File: config.mk
export PLATFORM = sky130hd
export DESIGN_NAME = cp0_ext
export DESIGN_NICKNAME = d
export VERILOG_FILES = /design/src/rtl/cp0_ext.sv
export SDC_FILE = /design/constraint.sdc
export NUM_CORES = 1
export LEC_CHECK = 0
export CAP_MARGIN = 30
export CORE_UTILIZATION = 30
export CTS_CLUSTER_DIAMETER = 80
export DETAILED_ROUTE_END_ITERATION = 16
export PLACE_DENSITY_LB_ADDON = 0.15
export SYNTH_ARGS = -nofsm -noshare
export SYNTH_HDL_FRONTEND = slang
export SYNTH_SLANG_ARGS = --single-unit
File: constraint.sdc
create_clock -name clk -period 3.3 [get_ports clk]
set_clock_uncertainty 0.2 [all_clocks]
set_input_delay 0.66 -clock clk [delete_from_list [all_inputs] [get_ports clk]]
set_output_delay 0.66 -clock clk [all_outputs]
set_load 0.1 [all_outputs]
File: src/rtl/cp0_ext.sv
// cp0_ext: coprocessor-0 register file with external interrupt and exception capture.
// Optional timer (Count/Compare, pending bit on IP[15]) is compiled in by
// defining CP0_EXT_TIMER_EN; without it Count/Compare read 0 and ignore writes.
module cp0_ext #(
  parameter int          NUM_HWINT = 6,
  parameter logic [31:0] PRID_VAL  = 32'h5A5A5943
) (
  input  logic                 clk,
  input  logic                 reset,
  input  logic [4:0]           ra,
  output logic [31:0]          rdata,
  input  logic [4:0]           wa,
  input  logic [31:0]          wdata,
  input  logic                 we,
  input  logic [NUM_HWINT-1:0] hwint,
  input  logic                 exc,
  input  logic [4:0]           exc_code,
  input  logic [31:0]          exc_pc,
  input  logic                 exc_bd,
  input  logic [31:0]          bad_vaddr,
  input  logic                 bad_vaddr_we,
  input  logic                 eret,
  output logic                 int_req,
  output logic [31:0]          epc_out
);

  localparam logic [4:0] R_BADVA = 5'd8;
  localparam logic [4:0] R_COUNT = 5'd9;
  localparam logic [4:0] R_CMP   = 5'd11;
  localparam logic [4:0] R_SR    = 5'd12;
  localparam logic [4:0] R_CAUSE = 5'd13;
  localparam logic [4:0] R_EPC   = 5'd14;
  localparam logic [4:0] R_PRID  = 5'd15;

  logic [31:0]          sr, epc, bad_va;
  logic                 cause_bd;
  logic [1:0]           ip_sw;
  logic [4:0]           code_q;
  logic [NUM_HWINT-1:0] hw_q;
  logic [7:0]           ip;
  logic                 int_acc;
  logic                 wr_ok;
  logic [31:0]          cause;

`ifdef CP0_EXT_TIMER_EN
  logic [31:0] count, compare;
  logic        timer_pend;
`endif

  // Assemble the pending-interrupt vector: soft bits, registered lines, timer.
  always_comb begin
    ip = '0;
    ip[1:0] = ip_sw;
    for (int i = 0; i < NUM_HWINT; i++) ip[2+i] = hw_q[i];
`ifdef CP0_EXT_TIMER_EN
    ip[7] = ip[7] | timer_pend;
`endif
  end

  assign int_acc = sr[0] & ~sr[1] & (|(sr[15:8] & ip));
  // Reset masks the request so nothing is flushed during the reset cycle.
  assign int_req = ~reset & (int_acc | exc);
  // An mtc0 loses to any trap or return in the same cycle.
  assign wr_ok   = we & ~int_req & ~eret;
  assign epc_out = epc;
  assign cause   = {cause_bd, 15'b0, ip, 1'b0, code_q, 2'b0};

  // mfc0 read mux.
  always_comb begin
    rdata = '0;
    case (ra)
      R_BADVA: rdata = bad_va;
`ifdef CP0_EXT_TIMER_EN
      R_COUNT: rdata = count;
      R_CMP:   rdata = compare;
`endif
      R_SR:    rdata = sr;
      R_CAUSE: rdata = cause;
      R_EPC:   rdata = epc;
      R_PRID:  rdata = PRID_VAL;
      default: rdata = '0;
    endcase
  end

  // Architectural state: trap entry beats eret, which beats mtc0.
  always_ff @(posedge clk) begin
    if (reset) begin
      sr       <= 32'h0000FF11;
      epc      <= '0;
      bad_va   <= '0;
      cause_bd <= 1'b0;
      ip_sw    <= '0;
      code_q   <= '0;
      hw_q     <= '0;
    end else begin
      hw_q <= hwint;
      if (int_req) begin
        epc      <= exc_bd ? exc_pc - 32'd4 : exc_pc;
        cause_bd <= exc_bd;
        sr[1]    <= 1'b1;
        code_q   <= int_acc ? 5'd0 : exc_code;
        if (exc && !int_acc && bad_vaddr_we) bad_va <= bad_vaddr;
      end else if (eret) begin
        sr[1]    <= 1'b0;
        cause_bd <= 1'b0;
      end else if (we) begin
        case (wa)
          R_SR:    sr    <= wdata;
          R_CAUSE: ip_sw <= wdata[9:8];
          R_EPC:   epc   <= wdata;
          default: ;
        endcase
      end
    end
  end

`ifdef CP0_EXT_TIMER_EN
  // Free-running counter with a sticky match flag; a Compare write clears
  // the flag and wins over a match seen in the same cycle.
  always_ff @(posedge clk) begin
    if (reset) begin
      count      <= '0;
      compare    <= 32'hFFFFFFFF;
      timer_pend <= 1'b0;
    end else begin
      count <= (wr_ok && wa == R_COUNT) ? wdata : count + 32'd1;
      if (wr_ok && wa == R_CMP) begin
        compare    <= wdata;
        timer_pend <= 1'b0;
      end else if (count == compare) begin
        timer_pend <= 1'b1;
      end
    end
  end
`endif

endmodule

# Word-level counts from Yosys, hierarchy flattened
# Cells that the tools add are included.
[totals]
ff_bits = 110
in_bits = 124
out_inout_bits = 65
wordCells = 54
[classes]
n_addsub = 1
eq_ne = 9
n_mux = 13
bitwise_logic = 9
reduce_logical = 14
[ops]
columns = ["operator", "count"]
rows = [
  ["32-bit two-way mux", 5],
  ["32-bit one-hot mux with 5 select lines", 1],
  ["5-bit by 4-bit == test with 1-bit output, second input constant", 8],
  ["32-bit by 3-bit subtractor with 32-bit output, second input constant", 1],
  ["8-bit AND", 1],
  ["4-bit AND reduction", 2],
  ["8-bit OR reduction", 1],
  ["2-bit nonzero test", 3],
  ["3-bit nonzero test", 2],
  ["5-bit two-way mux", 1],
  ["1-bit two-way mux", 4],
  ["2-bit two-way mux", 2],
  ["1-bit NOT", 4],
  ["2-bit AND reduction", 2],
  ["1-bit AND", 3],
  ["3-bit AND reduction", 1],
  ["1-bit logical AND", 2],
  ["2-bit by 1-bit inequality test with 1-bit output, second input constant", 1],
  ["1-bit logical NOT", 1],
  ["1-bit bitwise OR", 1],
]

# Depth between registers and ports, before layout
# Gate-level depths: netlist of the first run.
[depth]
word_depth = 7
ltp_mapped = 7
mapped_depth_nobuf = 6

# Worst setup path after synthesis of the first run
# Ideal clock, no wire load.
[synth_timing]
path_type = "input-to-output"
from = "in ra[2]"
to = "out rdata[6]"
arrival_time_ns = 2.471
required_ns = 2.440
slack_ns = -0.031
stages = 5
n_path_buf = 1
path_cell_list = "nand2_1 nor4b_1 clkbuf_1 a222oi_1 nand3_1"
[synth_between]
elab_chain_cells = 2
elab_cells_between_ends = 6
classes_between = "5 x eq/ne; 1 x mux"
[synth_rtl]
columns = ["item", "line", "text"]
rows = [
  ["start: declaration", "10", "input logic [4:0] ra,"],
  ["5-bit by 4-bit == test with 1-bit output", "71", "case (ra)"],
  ["32-bit one-hot mux with 5 select lines (*)", "71", ""],
  ["end: declaration", "11", "output logic [31:0] rdata,"],
]
# Every way passes the cells marked *; elsewhere a longest branch is shown, timed or not.

# Worst setup path in the final report of the first run
[layout_timing]
from = "in ra[1]"
to = "out rdata[5]"
# Same word-level chain as after synthesis.

==> results_dict.tcl, run 1 <==
set metrics [dict create \
    multi_input_area_um2 3452 \
    cp_slowest_cell "clkdlybuf4s50_1" \
    initial_core_util 0.3056 \
    port_buffers 188 \
    wl_per_cell_um 20.34 \
    cts_made_buffers 9 \
    cts_max_level 3 \
    syn2layout_area_growth_pct 47.74 \
    chipHeight_um 142.8 \
    yosys.area.top_type "dfxtp_1" \
    place_ws_ns 0.05318 \
    ys_seq_area_frac 0.3703 \
    fin_nets 998 \
    postSynth.asyncResetShare 0 \
    antenna_found_initial 0 \
    grt-ovfl-total 0 \
    synth-edff-count 0 \
    totalPowerFinal_w 0.003579 \
    setup_viol 0 \
    synth.area.top_cells "dfxtp_1 (37%), nand3_1 (7.3%), o211ai_1 (4.3%)" \
    ant_nets 0 \
    setup_slack_ns 0.1030 \
    worst_pin_slew_ns 0.8548 \
    tritoncts "yes" \
    io_pins 189 \
    critPathTopFamily "buffers and inverters" \
    ys_warn_count 0 \
    grt_pass1_vias 6045 \
    synthesis.instances 719 \
    ys_types 54 \
    hold_viol 0 \
    synth_flop_cell "dfxtp_1" \
    drive_gt1_frac 0.1492 \
    path_cells "clkdlybuf4s50_1, buf_4, nor4b_4, clkdlybuf4s15_2, a22oi_1, nand2_1, buf_12" \
    syn_area_per_cell_um2 8.271 \
    core_um2 19460 \
    peakVddDrop_v 0.0001934 \
    relSlewSlack 0.4301 \
    slew_violations 0 \
    period_minus_slack_ns 3.197 \
    finalWeightedCongestion 0.8870 \
    fmax_mhz 312.8 \
    min-delay-path-class "flip-flop to flip-flop" \
    grt_pass1_wl_um 35040 \
    drt-total-wl_um 23250 \
    die_area_um2 20390 \
    cts.sink_count 110 \
    drv_cap 0 \
    dp_hpwl_um 17330 \
    route.detailed.drc 0 \
    cp.required_ns 2.44 \
    crit_path_max_fanout 7 \
    grt_max_degree 91 \
    grtUsageTotal 0.2249 \
    criticalPathCategory "input port to output port" \
    clockRootBuffer "clkbuf_16" \
    num_antenna_cells 0 \
    cts_hold_buf 0 \
    holdWs_ns 0.2733 \
    cp-start-kind "input port" \
    fillers 1931 \
    vias 6458 \
    seqCellArea_um2 2202 \
    cts_buffer_depth 2 \
    die_w_um 142.8 \
    synth_nets 844 \
    synth-seq-cells 110 \
    first_iter_violations 571 \
    rows 51 \
    crit_arrival_ns 2.34 \
    path_buf_inv 4 \
    rsz0062_at_grt "false" \
    clock_latency_ns 0.35 \
    slowest_delay_ns 0.41 \
    firstDrtPassIters 7 \
    stdcell_count 1143 \
    powerDensity_nw_per_um2 407.4 \
    cts.clk_slew.worst_paths_ns 0.07 \
    dpl.cell_count 1125 \
    worst_setup_path_end_kind "output port" \
    fin_tns_setup_ns 0 \
    netlist_area_um2 5947 \
    leakagePower_nw 3.256 \
    synth_top_area_frac 0.3703 \
    period_share 0.9688 \
    via_per_inst 5.650 \
    status "finished, final reports clean" \
]
what timing repair did:
item / CTS / global route
setup buffers: 0 / 1
gates resized for setup: 0 / 9
endpoints found under the setup margin: 0 / 8
report_power, final:
part           internal [W]  switching (W)
Clock              0.000631       0.000509
Combinational      0.000321       0.000652
Sequential          0.00139      0.0000760
final cells by class:
cell class,instances,area share
clock buffer,11,0.02877
clock inverter,5,0.006408
inverter,15,0.006408
multi-input combinational,517,0.3929
sequential,110,0.2506
tap,265,0.03774
timing repair buffer,220,0.2771
Yosys cell counts, drive strengths merged, types with 2 or more instances:
library cell and count:
nor4 13, buf 11, o31a 2, a211oi 19, nor3 5, mux2i 13, a222oi 13, a22oi 28
nor3b 2, or4 8, xnor2 6, nand4 11, o41ai 2, nand4b 4, a22o 4, o31ai 6
o21ai 41, nand3 87, a21oi 31, o41a 2, nor2b 8, or4b 2, a311oi 14, clkbuf 66
a2111oi 24, dfxtp 110, nand2b 3, o211ai 34, nor2 16, clkinv 2, inv 13, nor4b 27
xor2 6, or3 8, and4b 2, nand2 66
cell usage in the layout, fill, tap and decap left out, drive strengths merged, types with 13 or more instances in the layout:
master,count
nor4b,27
o211ai,34
a22oi,28
clkdlybuf4s50,118
dfxtp,110
nand2,66
a222oi,13
a211oi,19
a21oi,31
inv,14
o21ai,41
nor2,16
a311oi,14
nand3,87
a2111oi,24
mux2i,13
nor4,13
buf,97
worst register-to-register path, delay by kind of cell (launching register included):
kind	cells	cell delay, ns
DFF	1	0.33
and+or+nand+nor	1	0.67
AOI/OAI and AO/OA	3	1.35
path summary, 6_finish.rpt:
kind | from | to | slack, ns | cells past startpoint
max | ra[1] | rdata[5] | 0.10 | 7
min | sr[25] | sr[25] | 0.27 | 2
max reg2reg | hw_q[5] | epc_out[21] | 0.67 | 4
min reg2reg | sr[25] | sr[25] | 0.27 | 2
state kept, by name, summed over array words and instances (netlist names):
name and flops:
bad_va 32, epc_out 32, sr 32, hw_q 6
code_q 5, ip_sw 2, cause_bd 1
routing by layer:
metal,vias up,share of wire,global-route usage
li1,3109,-,-
met1,3042,0.48,0.3344
met2,284,0.43,0.3333
met3,23,0.072,0.03119
met4,0,0.014,0.06169
met5,-,0,0.01253
per-stage QoR:
| step | util | area (um2) |
|---|---|---|
| 2_1_floorplan | - | 5952 |
| 3_3_place_gp | 0.4324 | 8416 |
| 3_5_place_dp | 0.4324 | 8416 |
| 4_1_cts | 0.4483 | 8725 |
| 5_1_grt | 0.4514 | 8786 |
| 6_report | 0.4514 | 8786 |
logic make-up after synthesis:
logic type,Yosys count,synth area share
simple gates,268,0.2586
compound gates,223,0.2680
flops,110,0.3703
buf+inv,92,0.06143
mux,13,0.02188
xor+xnor,12,0.01767
fa+ha+maj,1,0.002104
Power figures use the tool's default switching activity.
==> run 2, diff against run 1 <==
--- a/config.mk
+++ b/config.mk
@@ -6,6 +6,7 @@
 export NUM_CORES = 1
 export LEC_CHECK = 0
 export CAP_MARGIN = 30
+export CORE_ASPECT_RATIO = 0.8
 export CORE_UTILIZATION = 30
 export CTS_CLUSTER_DIAMETER = 80
 export DETAILED_ROUTE_END_ITERATION = 16
==> results_dict.tcl, run 2 (synthesized netlist as in run 1, its figures left out) <==
set metrics [dict create \
    final_cell_mix "clkdlybuf4s50_1 (119), dfxtp_1 (110), nand3_1 (86)" \
    cts_buffer_depth 2 \
    grtUsageTotal 0.2358 \
    syn2layout_area_growth_pct 46.92 \
    slew_violations 0 \
    multi_input_area_um2 3423 \
    hold_viol 0 \
    reg2reg_slack_ns 0.65 \
    peakVddDrop_v 0.0003030 \
    clock_latency_ns 0.35 \
    port_buffers 188 \
    period_share 0.9737 \
    worst_pin_slew_ns 0.8566 \
    dp_hpwl_um 18340 \
    relSlewSlack 0.4289 \
    totalPowerFinal_w 0.003532 \
    powerDensity_nw_per_um2 404.3 \
    r2r_start "ip_sw[0]" \
    setup_viol 0 \
    criticalPathCategory "input port to output port" \
    fmax_mhz 311.2 \
    hp-start "sr[28]" \
    first_iter_violations 550 \
    die_w_um 159.4 \
    cp-start-kind "input port" \
    antenna_found_initial 0 \
    finalWeightedCongestion 0.8627 \
    grt-ovfl-total 0 \
    hold_end "sr[28]" \
    power.share.clock 0.308 \
    die_area_um2 20390 \
    cts.clk_slew.worst_paths_ns 0.06 \
    grt_pass1_wl_um 36920 \
    seqCellArea_um2 2202 \
    chipHeight_um 127.9 \
    firstDrtPassIters 7 \
    cts_setup_buffers 0 \
    status "finished, final reports clean" \
    comb_power_share 0.276 \
    rsz0062_at_grt "false" \
    tritoncts "yes" \
    route.detailed.drc 0 \
    clockRootBuffer "clkbuf_16" \
    initial_core_util 0.3097 \
    crit_path_max_fanout 32 \
    core_um2 19200 \
    grt_pass1_vias 6173 \
    leakagePower_nw 3.227 \
    fillers 1882 \
    via_per_inst 5.684 \
    p_int_w 0.002314 \
    drv_cap 0 \
    vias 6474 \
    min-delay-path-class "flip-flop to flip-flop" \
    layout_commonest_cell "clkdlybuf4s50_1" \
    drive_gt1_frac 0.1489 \
    reg2reg_depth 4 \
    pwr-share-seq 0.417 \
    io_pins 189 \
    holdWs_ns 0.2777 \
    cts_max_level 3 \
    period_minus_slack_ns 3.213 \
    rows 45 \
    holdPathStages 2 \
    crit_arrival_ns 2.35 \
    ant_nets 0 \
    cts.sink_count 110 \
    fin_nets 1001 \
    cts_hold_buf 0 \
    wl_per_cell_um 21.41 \
    grt_max_degree 91 \
    cp.required_ns 2.44 \
    drt-total-wl_um 24380 \
    worst_setup_path_end_kind "output port" \
    cts_made_buffers 9 \
    switching_share 0.3449 \
    r2r_end "epc_out[19]" \
    p_sw_w 0.001219 \
]
## run 2: cell types whose count changed in the layout (fill, tap and decap cells not counted), moves of 2 or more
cell	previous run	this run
dlymetal6s2s_1	4	1
dlygate4sd2_1	0	2
buf_4	58	63
nor4_2	2	4
nor4_4	4	2
## run 2: metrics by stage
stage	setup slack [ns]	area (um2)	utilization	instances	setup TNS, ns
5_1_grt	0.007778	8735	0.4549	1138	0
3_5_place_dp	-0.02253	8444	0.4398	1123	-0.02253
2_1_floorplan	0.007893	5952	-	719	0
4_1_cts	0.0007212	8732	0.4548	1138	0
3_3_place_gp	0.0006968	8444	0.4398	1123	0
6_report	0.08665	8737	0.4551	1139	0
## run 2: worst max path at each step
stage | start | end | slack (ns)
6_report | ra[2] | rdata[30] | 0.09
5_1_grt | ra[2] | rdata[8] | 0.008
4_1_cts | ra[4] | rdata[29] | 0.0007
3_5_place_dp | ra[0] | rdata[29] | -0.02
3_3_place_gp | ra[0] | rdata[29] | 0.0007
2_1_floorplan | ra[0] | rdata[11] | 0.008
## run 2: final cells by class
class | instances | share of cell area
antenna | 1 | 0.0002864
clock buffer | 11 | 0.02778
clock inverter | 4 | 0.005442
inverter | 15 | 0.006444
multi-input combinational | 517 | 0.3918
sequential | 110 | 0.2520
tap | 258 | 0.03695
timing repair buffer | 223 | 0.2792
## run 2: power by group through the flow
stage	Clock [W]	Sequential, W	Combinational, W
2_1_floorplan	0	0.00171	0.000328
3_3_place_gp	0	0.00150	0.000965
3_5_place_dp	0	0.00150	0.000973
4_1_cts	0.00111	0.00147	0.000975
5_1_grt	0.00116	0.00148	0.00102
6_report	0.00109	0.00147	0.000974
## run 2: repair_timing
| action | in CTS | in global routing |
|---|---|---|
| setup endpoints to repair | 4 | 18 |
| pin swaps | 1 | 3 |
| gates resized for setup | 2 | 1 |
## run 2: metal layers
layer,vias to the layer above,wire [um],track usage
li1,3113,-,-
met1,3083,12050,0.3540
met2,266,10330,0.3449
met3,12,1781,0.04691
met4,0,224,0.04581
met5,-,0,0
## run 2: critical path: stages
cell and delay, ns:
clkdlybuf4s50_1 0.52, nand2_1 0.14, nor3b_2 0.29, buf_12 0.23, a22oi_1 0.11, nand3_1 0.19, buf_12 0.20
